<file path="config.mk">
export PLATFORM = sky130hd
export DESIGN_NAME = sample_fetch_arbiter_flat
export DESIGN_NICKNAME = d
export VERILOG_FILES = /design/src/rtl/sample_fetch_arbiter_if.sv /design/src/rtl/sample_fetch_arbiter.sv /design/src/flat_wrapper.sv
export SDC_FILE = /design/constraint.sdc
export NUM_CORES = 1
export LEC_CHECK = 0
export BUFFER_PORTS_ARGS = -buffer_cell sky130_fd_sc_hd__buf_2
export CORE_MARGIN = 2
export CORE_UTILIZATION = 35
export CTS_CLUSTER_SIZE = 25
export DETAILED_ROUTE_END_ITERATION = 10
export PLACE_DENSITY = 0.69
export SLEW_MARGIN = 20
export SYNTH_ARGS = -nofsm -noshare
export SYNTH_HDL_FRONTEND = slang
export SYNTH_SLANG_ARGS = --single-unit
</file>
<file path="constraint.sdc">
create_clock -name CLK -period 2.1 [get_ports CLK]
set_clock_uncertainty 0.1 [all_clocks]
set_input_delay 0.525 -clock CLK [delete_from_list [all_inputs] [get_ports CLK]]
set_output_delay 0.525 -clock CLK [all_outputs]
set_load 0.01 [all_outputs]
</file>
<file path="src/rtl/sample_fetch_arbiter_if.sv">
// Voice-side request/ack bus and memory-side read handshake of the sample fetch arbiter.
// The arbiter uses the master modport; voices and the memory port use the slave modport.
interface sample_fetch_arbiter_if #(
    parameter int unsigned NUM_VOICES = 4,
    parameter int unsigned ADDR_W     = 24
);
    logic                         s_enable;
    logic [NUM_VOICES-1:0]        voice_req;
    logic [NUM_VOICES*ADDR_W-1:0] voice_addr;
    logic [NUM_VOICES-1:0]        voice_ack;
    logic [15:0]                  voice_data;
    logic [ADDR_W-1:0]            s_addr;
    logic                         s_read;
    logic                         s_ready;
    logic [15:0]                  s_data;
    logic                         timeout_err;
    logic                         busy;

    modport master (
        input  s_enable, voice_req, voice_addr, s_ready, s_data,
        output voice_ack, voice_data, s_addr, s_read, timeout_err, busy
    );

    modport slave (
        output s_enable, voice_req, voice_addr, s_ready, s_data,
        input  voice_ack, voice_data, s_addr, s_read, timeout_err, busy
    );
endinterface

</file>
<file path="src/rtl/sample_fetch_arbiter.sv">
// Round-robin arbiter sharing one sample-memory read port among playback voices.
// Each fetch runs IDLE -> WAIT -> DONE; a fetch without s_ready is abandoned after TIMEOUT cycles.
module sample_fetch_arbiter #(
    parameter int unsigned NUM_VOICES = 4,
    parameter int unsigned ADDR_W     = 24,
    parameter int unsigned TIMEOUT    = 255
) (
    input  logic                          CLK,
    input  logic                          RESET,
    sample_fetch_arbiter_if.master        bus
);
    localparam int unsigned IDX_W        = (NUM_VOICES > 1) ? $clog2(NUM_VOICES) : 1;
    localparam int unsigned CAND_W       = IDX_W + 1;
    localparam logic [9:0]  TIMEOUT_LAST = 10'(TIMEOUT - 1);
    localparam logic [IDX_W-1:0] LAST_IDX = IDX_W'(NUM_VOICES - 1);

    typedef enum logic [1:0] {StIdle, StWait, StDone} state_e;

    state_e                 state_q, state_d;
    logic [IDX_W-1:0]       rr_ptr_q, rr_ptr_d;
    logic [IDX_W-1:0]       grant_q, grant_d;
    logic [9:0]             cnt_q, cnt_d;
    logic [NUM_VOICES-1:0]  ack_q, ack_d;
    logic [15:0]            data_q, data_d;
    logic [ADDR_W-1:0]      addr_q, addr_d;
    logic                   read_q, read_d;
    logic                   err_q, err_d;

    logic                   pick_valid;
    logic [IDX_W-1:0]       pick_idx;
    logic [CAND_W-1:0]      cand;
    logic                   start_fetch;
    logic                   timed_out;

    // First requester at or after rr_ptr, scanning upward with wrap.
    always_comb begin
        pick_valid = 1'b0;
        pick_idx   = '0;
        cand       = '0;
        for (int unsigned i = 0; i < NUM_VOICES; i++) begin
            cand = {1'b0, rr_ptr_q} + CAND_W'(i);
            if (cand >= CAND_W'(NUM_VOICES)) begin
                cand = cand - CAND_W'(NUM_VOICES);
            end
            if (!pick_valid && bus.voice_req[cand[IDX_W-1:0]]) begin
                pick_valid = 1'b1;
                pick_idx   = cand[IDX_W-1:0];
            end
        end
    end

    assign start_fetch = bus.s_enable && pick_valid;
    assign timed_out   = (cnt_q == TIMEOUT_LAST);

    always_ff @(posedge CLK or posedge RESET) begin
        if (RESET) begin
            state_q  <= StIdle;
            rr_ptr_q <= '0;
            grant_q  <= '0;
            cnt_q    <= '0;
            ack_q    <= '0;
            data_q   <= '0;
            addr_q   <= '0;
            read_q   <= 1'b0;
            err_q    <= 1'b0;
        end else begin
            state_q  <= state_d;
            rr_ptr_q <= rr_ptr_d;
            grant_q  <= grant_d;
            cnt_q    <= cnt_d;
            ack_q    <= ack_d;
            data_q   <= data_d;
            addr_q   <= addr_d;
            read_q   <= read_d;
            err_q    <= err_d;
        end
    end

    always_comb begin
        state_d = state_q;
        case (state_q)
            StIdle:  if (start_fetch) state_d = StWait;
            StWait:  if (bus.s_ready || timed_out) state_d = StDone;
            StDone:  state_d = StIdle;
            default: state_d = StIdle;
        endcase
    end

    always_comb begin
        rr_ptr_d = rr_ptr_q;
        grant_d  = grant_q;
        cnt_d    = cnt_q;
        addr_d   = addr_q;
        read_d   = read_q;
        data_d   = data_q;
        ack_d    = '0;
        err_d    = 1'b0;
        case (state_q)
            StIdle: begin
                if (start_fetch) begin
                    grant_d = pick_idx;
                    addr_d  = bus.voice_addr[pick_idx*ADDR_W +: ADDR_W];
                    read_d  = 1'b1;
                    cnt_d   = '0;
                end
            end
            StWait: begin
                // s_ready takes priority over a coincident timeout.
                if (bus.s_ready) begin
                    data_d         = bus.s_data;
                    read_d         = 1'b0;
                    ack_d[grant_q] = 1'b1;
                end else if (timed_out) begin
                    data_d         = '0;
                    read_d         = 1'b0;
                    ack_d[grant_q] = 1'b1;
                    err_d          = 1'b1;
                end else begin
                    cnt_d = cnt_q + 10'd1;
                end
            end
            StDone: begin
                rr_ptr_d = (grant_q == LAST_IDX) ? '0 : grant_q + 1'b1;
            end
            default: ;
        endcase
    end

    assign bus.voice_ack   = ack_q;
    assign bus.voice_data  = data_q;
    assign bus.s_addr      = addr_q;
    assign bus.s_read      = read_q;
    assign bus.timeout_err = err_q;
    assign bus.busy        = (state_q != StIdle);

endmodule
</file>
<file path="src/flat_wrapper.sv">
// flat-port wrapper written by rule: the top's interface ports become plain ports
module sample_fetch_arbiter_flat 
#(
    parameter int unsigned NUM_VOICES = 4,
    parameter int unsigned ADDR_W     = 24,
    parameter int unsigned TIMEOUT    = 255
)
  (CLK, RESET, bus_s_enable, bus_voice_req, bus_voice_addr, bus_s_ready, bus_s_data, bus_voice_ack, bus_voice_data, bus_s_addr, bus_s_read, bus_timeout_err, bus_busy);
  sample_fetch_arbiter_if #(.NUM_VOICES(NUM_VOICES), .ADDR_W(ADDR_W)) bus_i ();
  input  logic CLK;
  input  logic RESET;
  input wire logic [$bits(bus_i.s_enable)-1:0] bus_s_enable;
  input wire logic [$bits(bus_i.voice_req)-1:0] bus_voice_req;
  input wire logic [$bits(bus_i.voice_addr)-1:0] bus_voice_addr;
  input wire logic [$bits(bus_i.s_ready)-1:0] bus_s_ready;
  input wire logic [$bits(bus_i.s_data)-1:0] bus_s_data;
  output wire logic [$bits(bus_i.voice_ack)-1:0] bus_voice_ack;
  output wire logic [$bits(bus_i.voice_data)-1:0] bus_voice_data;
  output wire logic [$bits(bus_i.s_addr)-1:0] bus_s_addr;
  output wire logic [$bits(bus_i.s_read)-1:0] bus_s_read;
  output wire logic [$bits(bus_i.timeout_err)-1:0] bus_timeout_err;
  output wire logic [$bits(bus_i.busy)-1:0] bus_busy;
  assign bus_i.s_enable = bus_s_enable;
  assign bus_i.voice_req = bus_voice_req;
  assign bus_i.voice_addr = bus_voice_addr;
  assign bus_i.s_ready = bus_s_ready;
  assign bus_i.s_data = bus_s_data;
  assign bus_voice_ack = bus_i.voice_ack;
  assign bus_voice_data = bus_i.voice_data;
  assign bus_s_addr = bus_i.s_addr;
  assign bus_s_read = bus_i.s_read;
  assign bus_timeout_err = bus_i.timeout_err;
  assign bus_busy = bus_i.busy;
  sample_fetch_arbiter #(.NUM_VOICES(NUM_VOICES), .ADDR_W(ADDR_W), .TIMEOUT(TIMEOUT)) u_core (.CLK(CLK), .RESET(RESET), .bus(bus_i));
endmodule
</file>
# Yosys cells after proc, flatten, opt, wreduce, memory -nomap -nowiden
# Cells that the tools add are included.
dict set report classes {
  addsub 9
  mul 1
  magnitude_cmp 10
  n_eq_ne 9
  shifts 1
  mux 42
  n_reduce_logical 18
}
# cell count
set ops {}
lappend ops {{variable part select 96 x 8 -> 24 bit} 1}
lappend ops {{2-to-1 mux 16 bit} 2}
lappend ops {{2-to-1 mux 10 bit} 3}
lappend ops {{2-to-1 mux 2 bit} 11}
lappend ops {{case mux 10 bit (2 select lines)} 1}
lappend ops {{< comparator 2 x 3 -> 1 bit (second input constant)} 5}
lappend ops {{2-to-1 mux 1 bit} 15}
lappend ops {{2-to-1 mux 4 bit} 3}
lappend ops {{adder 10 x 1 -> 10 bit (second input constant)} 1}
lappend ops {{== test 10 x 8 -> 1 bit (second input constant)} 1}
lappend ops {{greater-or-equal comparator 3 bit (second input constant)} 3}
lappend ops {{binary-select mux 1 bit (select 2 bit)} 4}
lappend ops {{subtractor 2 x 1 -> 2 bit (second input constant)} 4}
lappend ops {{adder 2 x 2 -> 3 bit (second input constant)} 2}
lappend ops {{AND reduction 2 bit} 3}
lappend ops {{nonzero test 2 bit} 3}
lappend ops {{logical AND 1 bit} 5}
lappend ops {{== test 2 bit (second input constant)} 2}
lappend ops {{multiplier 2 x 2 -> 4 bit (second input constant)} 1}
lappend ops {{!= test 2 x 1 -> 1 bit (second input constant)} 2}
lappend ops {{!= test 2 bit (second input constant)} 2}
lappend ops {{case mux 2 bit (2 select lines)} 1}
lappend ops {{AND reduction 4 bit} 1}
lappend ops {{adder 2 x 1 -> 3 bit (second input constant)} 1}
lappend ops {{other kinds (11)} 13}
dict set report word_totals {
  reg_bits 62
  input_bits 120
}

# Depth between registers and ports, before layout
# Gate-level depths: netlist of run 1.
dict set report logic_depth {
  depth_word 17
  depth_mapped 7
}

# Worst setup path after synthesis of run 1
# OpenSTA, ideal clock, no wires.
dict set report synth_path {
  path_type {input-to-reg}
  from {input bus_voice_req[1]}
  to {register u_core.addr_q[0] (netlist: u_core.bus.s_addr[0])}
  setup_time_ps 132
  t_arrival_ps 1745
  t_required_ps 1868
  setup_slack_ps 123
  stages 7
  path_buffers 3
  cell_sequence {or4_1 -> and3_1 -> buf_6 -> nand2b_4 -> buf_8 -> buf_12 -> o221ai_2}
}
dict set report synth_between {
  elab_chain_len 14
  word_cells_on_any_way 26
}
# item line_no
set synth_lines {}
lappend synth_lines {{from (decl)} flat_wrapper.sv:13} ;# input wire logic [$bits(bus_i.voice_req)-1:0] bus_voice_req;
lappend synth_lines {{binary-select mux 1 bit (select 2 bit)} sample_fetch_arbiter.sv:45} ;# if (!pick_valid && bus.voice_req[cand[IDX_W-1:0]]) begin
lappend synth_lines {{2-to-1 mux 1 bit (implied by the code)} sample_fetch_arbiter.sv:45}
lappend synth_lines {{2-to-1 mux 1 bit} sample_fetch_arbiter.sv:45}
lappend synth_lines {{zero test 1 bit} sample_fetch_arbiter.sv:45}
lappend synth_lines {{logical AND 1 bit} sample_fetch_arbiter.sv:45}
lappend synth_lines {{2-to-1 mux 1 bit} sample_fetch_arbiter.sv:45}
lappend synth_lines {{zero test 1 bit} sample_fetch_arbiter.sv:45}
lappend synth_lines {{logical AND 1 bit} sample_fetch_arbiter.sv:45}
lappend synth_lines {{2-to-1 mux 1 bit} sample_fetch_arbiter.sv:45}
lappend synth_lines {{zero test 1 bit} sample_fetch_arbiter.sv:45}
lappend synth_lines {{logical AND 1 bit} sample_fetch_arbiter.sv:45}
lappend synth_lines {{2-to-1 mux 2 bit / 2-to-1 mux 1 bit (equally long branches)} sample_fetch_arbiter.sv:45}
lappend synth_lines {{multiplier 2 x 2 -> 4 bit / logical AND 1 bit (equally long branches)} {sample_fetch_arbiter.sv:102, sample_fetch_arbiter.sv:52}}
lappend synth_lines {{variable part select 96 x 8 -> 24 bit / AND reduction 2 bit (equally long branches)} n/a}
lappend synth_lines {{to (signal assigned)} sample_fetch_arbiter.sv:73} ;# addr_q <= addr_d;
lappend synth_lines {{to (decl)} sample_fetch_arbiter.sv:25} ;# logic [ADDR_W-1:0] addr_q, addr_d;
# Several ways; a longest one is shown, not always the timed one. The select of a mux whose other input is x is not followed.
# A chain may end at the register's enable or synchronous reset.

# Worst setup path after layout of run 1
dict set report layout_path {
  from {register u_core.rr_ptr_q[1]}
  to {register u_core.addr_q[19] (netlist: u_core.bus.s_addr[19])}
}
dict set report layout_between {
  elab_chain_len 16
  word_cells_on_any_way 41
}
# item line_no
set layout_lines {}
lappend layout_lines {{from (decl)} sample_fetch_arbiter.sv:20} ;# logic [IDX_W-1:0] rr_ptr_q, rr_ptr_d;
lappend layout_lines {{from (signal assigned)} sample_fetch_arbiter.sv:68} ;# rr_ptr_q <= rr_ptr_d;
lappend layout_lines {{branches (longest 16 deep; another with adder 2 x 1 -> 3 bit)} n/a}
# Several ways; the timed one is not identified. The select of a mux whose other input is x is not followed.

==> summary.txt, run 1 <==
Status
  – Outcome: completed

Yosys
  – Post-synth top area share: 0.463
  – Post-synth EDFFs: 0
  – Dominant synthesized flop cell: dfrtp_1
  – Post-Syn Area per Cell: 11.9 um^2
  – Synth Net Count: just over 400
  – Sequential area share after synthesis: 0.463
  – Synth area leader: dfrtp_1
  – Cell area after synthesis: 3350 um^2
  – Count of cell types in the netlist: 42
  – Yosys warning count: 0
  – Ys async rst share: 1.00
  – Gate Count Post-Synth: 282
  – Largest cells by area after synthesis: dfrtp_1, mux2i_1, o221ai_2
  – Yosys reg bits: 62

Die
  – FP Rows: 35
  – Die H: ~100 um
  – Ports: 167
  – Initial Utilization: 0.361
  – DIE AREA: 10400 um^2
  – Core ar.: 9280 um^2
  – Chip Width: 102 um

STA
  – Fin worst setup slack: about 0.19 ns
  – Worst-margin pin slew: 0.552 ns
  – WHS: 0.170 ns
  – RSZ-0062 raised after global routing: false
  – Slew Viols, Final: 0
  – Slew HR: 0.632
  – Setup-failing EPs final: 0
  – Final clock period utilization by the worst path: 0.910
  – Final Hold Viols: 0
  – FMAX: 524 MHz
  – Tmin final: 1.91 ns

Clock tree
  – Reg clk slew, reported paths: 0.07 ns
  – CTS tree: yes
  – Clock buffer depth: 2
  – CTS sink count: between 60 and 70
  – Cts bufs inserted: 9
  – CTS Hold Bufs: 0
  – Post-CTS setup buffers: 0
  – Root buffer cell: clkbuf_8
  – Skew-Pair Late Insertion Delay: 0.34 ns
  – # H-tree levels: 3
  – Resize count post-CTS: 0

Layout
  – Most frequent cells in the layout: buf_2, dfrtp_1, mux2i_1, nand2_1, o221ai_2
  – Sequential cell area: 1550 um^2
  – Most common cell after layout, fill and taps aside: buf_2
  – P&R area growth vs syn: 38.2%
  – Final nets: 588
  – Fraction of layout cells with a size suffix above 1: 0.495
  – Area occupied by multi-input gates: 1620 um^2
  – # fillers: 898
  – Final core occ: 0.499
  – Ant. Diodes: 0

Power and ir drop
  – Leakage Power: 2.35 nW
  – VDD IR max: 543 uV
  – Total power: 5.50 mW
  – Pwr dens: around 1200 nW/um^2

Detailed routing
  – Routed len/inst: about 15 um
  – 1st-pass router iterations: 4
  – Final wirelength: 8.70 mm
  – Via count: 2864
  – Routed vias/inst: 4.81
  – Drt initial violations: 62
  – DRC: 0
  – Antenna-violating nets left: 0

Setup path
  – Critical Path RT: 2.22 ns
  – Crit Path Class: reg2reg
  – Worst Setup End Kind: flip-flop
  – Worst Setup Start Kind: flip-flop
  – Critical Path AT: 2.03 ns
  – Crit Path Max Fanout: 48

Placed design
  – PortBufs: 166
  – RePlAce Congestion: around 0.77
  – Post-DP HPWL: 6.68 mm
  – Pre-CTS WS: -0.0393 ns

Global routing
  – Pin count of the biggest net entering global routing: 63
  – Gr ovfl total: 0
  – Initial antenna violation count: 0
  – Number of global-route vias before repair: 2811
  – Overall global routing resource usage: 0.167
  – First-pass GRT wire length: 13.5 mm

Hold path
  – Min-Delay Path Class: in2async

Run
  – Max_cap viols: 0
==> state kept, by name (all words and copies together), names as in the netlist <==
register and count:
u_core.bus.voice_data 16, u_core.rr_ptr_q 2, u_core.state_q 2, u_core.bus.s_read 1, u_core.bus.s_addr 24, u_core.bus.timeout_err 1, u_core.grant_q 2, u_core.cnt_q 10
u_core.bus.voice_ack 4
==> final cells by class <==
type                            instances  area share
Tap cell                              129      0.0349
Clock inverter                          6      0.0187
Timing Repair Buffer                  186       0.225
Sequential cell                        62       0.335
Multi-Input combinational cell        193       0.349
Clock buffer                           10      0.0276
Inverter                               10     0.00892
==> kinds of logic (layout without fill, tap and decap cells) <==
logic type | count (synthesis) | after routing | synth area share
multiplexers | 50 | 50 | 0.150
AND/OR/NAND/NOR | 72 | 72 | 0.109
buffers and inverters | 27 | 212 | 0.0572
flip-flops | 62 | 62 | 0.463
XOR/XNOR | 3 | 3 | 0.00785
adder cells (fa/ha/maj) | 6 | 6 | 0.0224
AO/OA/AOI/OAI | 62 | 62 | 0.191
==> cells in the mapped netlist (2+ instances only) <==
master / n
buf_12: 2
o221ai_1: 3
dfrtp_1: 62
ha_1: 6
inv_1: 10
a21oi_1: 4
nand4_1: 4
xnor2_1: 3
a22o_1: 16
o221ai_2: 21
nand3_1: 13
nand2b_1: 2
mux2i_1: 49
o21ai_0: 10
nor2_1: 8
buf_2: 4
nand2_1: 29
buf_6: 5
and2_1: 5
clkbuf_1: 4
==> critical path, cell delays in order (launching register included) <==
cell and delay (ns):
dfrtp_1 0.42, mux2i_1 0.20, o22ai_1 0.15, nor2_4 0.15
buf_12 0.29, mux2i_1 0.31, o221ai_2 0.13
==> per-layer routing <==
layer  routed length [um]  vias to the layer above  global-route usage
li1                     -                     1417                   -
met1                 3700                     1372               0.213
met2                 4580                       63               0.280
met3                  305                       12              0.0369
met4                  116                        0              0.0585
met5                    0                        -                   0
==> power by group <==
part / internal, mW / leakage [nW] / total, mW / switching (mW)
combinational: 1.18 / 1.45 / 2.44 / 1.25
clock: 0.666 / 0.106 / 1.14 / 0.475
sequential: 1.65 / 0.789 / 1.92 / 0.267
==> worst paths after layout <==
| kind | to | slack (ns) | cells after the start | startpoint |
|---|---|---|---|---|
| max in group asynchronous | u_core.bus.s_addr[3] | 1.45 | 3 | RESET |
| min in group CLK | u_core.bus.voice_data[0] | 0.30 | 2 | bus_s_data[0] |
| worst max-delay path | u_core.bus.s_addr[19] | 0.19 | 6 | u_core.rr_ptr_q[1] |
| worst min register to register | u_core.bus.s_read | 0.38 | 1 | u_core.bus.s_read |
| worst max register to register | u_core.bus.s_addr[19] | 0.19 | 6 | u_core.rr_ptr_q[1] |
| worst min-delay path | u_core.bus.s_addr[4] | 0.17 | 3 | RESET |
==> stage by stage <==
stage | setup TNS, ns | cells | cell area (um^2)
4_1_cts | 0 | 596 | 4630
6_report | 0 | 596 | 4630
3_3_place_gp | -0.00539 | 580 | 4410
5_1_grt | 0 | 596 | 4630
2_1_floorplan | 0 | 282 | 3350
3_5_place_dp | -0.330 | 580 | 4410
No activity file was read; power rests on OpenSTA's default activity.
==> run 2: changes to the inputs <==
--- a/config.mk
+++ b/config.mk
@@ -5,12 +5,12 @@
 export SDC_FILE = /design/constraint.sdc
 export NUM_CORES = 1
 export LEC_CHECK = 0
-export BUFFER_PORTS_ARGS = -buffer_cell sky130_fd_sc_hd__buf_2
 export CORE_MARGIN = 2
 export CORE_UTILIZATION = 35
 export CTS_CLUSTER_SIZE = 25
 export DETAILED_ROUTE_END_ITERATION = 10
-export PLACE_DENSITY = 0.69
+export DONT_BUFFER_PORTS = 1
+export PLACE_DENSITY = 0.54
 export SLEW_MARGIN = 20
 export SYNTH_ARGS = -nofsm -noshare
 export SYNTH_HDL_FRONTEND = slang
==> run 2 against run 1 <==
  * Total power decreased by 13%
  * Via count shrank 21%
  * Count of clock-buffer cells in the layout decreased by 1
  * Worst hold slack gained 0.038 ns
  * Design area down 20%
  * First-iteration DRC count is 34% lower
  * Fmax shrank 1.5%
  * Worst setup slack worse by 0.029 ns
  * Sequential power rose by 15%
  * Routed wire length down 16%
  * Critical path type unchanged
  * Largest cell class unchanged
  * Largest power group is now registers
  * Highest routed layer unchanged
==> summary.txt, run 2 (synthesized netlist as in run 1, its figures left out) <==
Power and ir drop
  – Part of the power in registers: 0.460 (+0.111)
  – Internal power: 2.90 mW (-17%)
  – Pwr dens: 1280 nW/um^2 (+8.1%)
  – Combinational power share: 0.340 (-0.103)
  – Clk network pwr share: 0.200 (-0.008)
  – VDD IR max: 913 uV (+68%)
  – Leakage Power: 1.62 nW (-31%)
  – Net Sw Power: 1.88 mW (-5.9%)
  – Net Sw Frac: 0.393 (+0.0299)

Detailed routing
  – Final wirelength: 7.31 mm (-16%)
  – Via count: 2252 (-21%)
  – Drt initial violations: 41 (-34%)
  – Antenna-violating nets left: 0 (unchanged)
  – 1st-pass router iterations: 4 (unchanged)
  – Routed vias/inst: 5.30 (+10%)
  – Routed len/inst: 17.2 um (+18%)
  – DRC: 0 (unchanged)

STA
  – RSZ-0062 raised after global routing: false
  – Worst-margin pin slew: 0.568 ns (+0.0161 ns)
  – Final clock period utilization by the worst path: 0.924 (+0.0140)
  – Setup-failing EPs final: 0 (unchanged)
  – FMAX: 516 MHz (-1.5%)
  – Slew Viols, Final: 0 (unchanged)
  – Slew HR: 0.622 (-0.0107)
  – Total Neg Setup Slack: 0 ns (unchanged)
  – Tmin final: 1.94 ns (+0.0293 ns)
  – WHS: 0.209 ns (+0.0385 ns)
  – Final Hold Viols: 0 (unchanged)

Layout
  – Ant. Diodes: 0 (unchanged)
  – Final nets: 417 (-29%)
  – Most common cell after layout, fill and taps aside: dfrtp_1
  – Most frequent cells in the layout: dfrtp_1, mux2i_1, nand2_1, o221ai_2, a22o_1
  – # fillers: 937 (+4.3%)
  – P&R area growth vs syn: 11.1%
  – Fraction of layout cells with a size suffix above 1: 0.203 (-0.292)
  – Largest register FFs: 24 (unchanged)

Setup path
  – Worst-path cell chain: inv_1, ha_1, or3b_4, o41a_1, nand4_1, nand3_1, o21ai_0
  – Worst Path Buf+Inv: 1 (unchanged)
  – Crit Path Class: reg2reg
  – Critical Path RT: 2.25 ns (+0.03 ns)
  – Critical Path AT: 2.09 ns (+0.06 ns)
  – Worst Setup Start Kind: flip-flop
  – Worst Setup End Kind: flip-flop
  – Crit-path max cell delay: 0.48 ns (+0.06 ns)
  – Crit Path Max Fanout: 5 (-90%)
  – CP delay by family, top: simple AND/OR/NAND/NOR gates
  – Slowest stage cell, crit path: o41a_1

Clock tree
  – Root buffer cell: clkbuf_8
  – Cts bufs inserted: 9 (unchanged)
  – Reg clk slew, reported paths: 0.08 ns (about the same)
  – Clock buffer depth: 2 (unchanged)
  – Skew-Pair Late Insertion Delay: 0.34 ns (about the same)
  – CTS tree: yes
  – Post-CTS setup buffers: 0 (unchanged)
  – CTS sink count: 62 (unchanged)
  – # H-tree levels: 3 (unchanged)

Die
  – Ports: 167 (unchanged)
  – Initial Utilization: 0.361 (unchanged)
  – FP Rows: 35 (unchanged)
  – Core ar.: 9280 um^2 (unchanged)
  – Chip Width: 102 um (unchanged)
  – Die H: 102 um (unchanged)
  – DIE AREA: 10400 um^2 (unchanged)

Global routing
  – First-pass GRT wire length: 10.9 mm (-19%)
  – Gr ovfl total: 0 (unchanged)
  – Overall global routing resource usage: 0.138 (-0.0289)
  – Pin count of the biggest net entering global routing: 49 (-22%)
  – Initial antenna violation count: 0 (unchanged)
  – Number of global-route vias before repair: 2229 (-21%)

Placed design
  – PortBufs: 0 (-100%)
  – RePlAce Congestion: 0.735 (-4.0%)
  – Post-DP HPWL: 5.48 mm (-18%)

Hold path
  – Min-Delay Path Class: in2reg

Run
  – Max_cap viols: 0 (unchanged)

Status
  – Outcome: completed
run 2: cell count changes in the layout (fill, tap and decap cells not counted):
cell and delta:
clkbuf_1 -1, o21ai_4 +1, buf_4 -5, clkinvlp_4 +1, dlygate4sd3_1 +1, o21ai_2 -1
buf_2 -166, buf_12 -1, inv_6 +3, bufinv_16 -2, clkinv_2 -1
run 2: layout make-up:
cell class | count | area, um^2 | area share
clock inverters | 7 | 55.1 | 0.0148
flip-flops and latches | 62 | 1550 | 0.417
repair buffers | 15 | 165 | 0.0444
well taps | 129 | 161 | 0.0434
multi-input cells | 193 | 1620 | 0.436
inverters | 10 | 41.3 | 0.0111
clock buffers | 9 | 124 | 0.0333
run 2: stage by stage:
stage,cell area [um^2],power [mW],instances,util,setup WS [ns]
4_1_cts,3720,4.87,425,0.401,0.141
3_3_place_gp,3520,3.84,408,0.380,0.0522
5_1_grt,3720,5.13,425,0.401,0.0221
2_1_floorplan,3350,3.51,282,-,0.123
6_report,3720,4.78,425,0.401,0.161
3_5_place_dp,3520,3.88,408,0.380,0.00225
run 2: final timing paths:
check | startpoint | to | slack (ns) | cells past startpoint
min in group asynchronous | RESET | u_core.bus.s_addr[5] | 0.61 | 2
setup reg to reg | u_core.cnt_q[0] | u_core.cnt_q[4] | 0.16 | 7
hold reg to reg | u_core.grant_q[0] | u_core.rr_ptr_q[0] | 0.43 | 1
setup / recovery | u_core.cnt_q[0] | u_core.cnt_q[4] | 0.16 | 7
hold / removal | bus_s_data[5] | u_core.bus.voice_data[5] | 0.21 | 1
max in group asynchronous | RESET | u_core.cnt_q[2] | 0.72 | 3
run 2: per-layer routing:
metal  vias to the layer above  global-route usage  part of all wire
met5                         -                   0                 0
met2                        85               0.234              0.52
met3                         9              0.0520             0.084
met4                         0              0.0554             0.011
met1                      1082               0.157              0.39
li1                       1076                   -                 -
run 2: timing repair:
action                                 in CTS  in global routing
hold buffers                                1                  0
pin swaps                                   0                  1
setup endpoints to repair                   3                  1
endpoints found under the hold margin       5                  0
gates cloned                                0                  0
resized for setup                           1                  1
run 2: power by group through the flow:
stage	logic [mW]	clock network (mW)	registers (mW)
6_report	1.62	0.958	2.20
5_1_grt	1.82	1.06	2.26
4_1_cts	1.65	1.00	2.21
3_5_place_dp	1.66	0	2.22
3_3_place_gp	1.61	0	2.23
2_1_floorplan	1.39	0	2.12
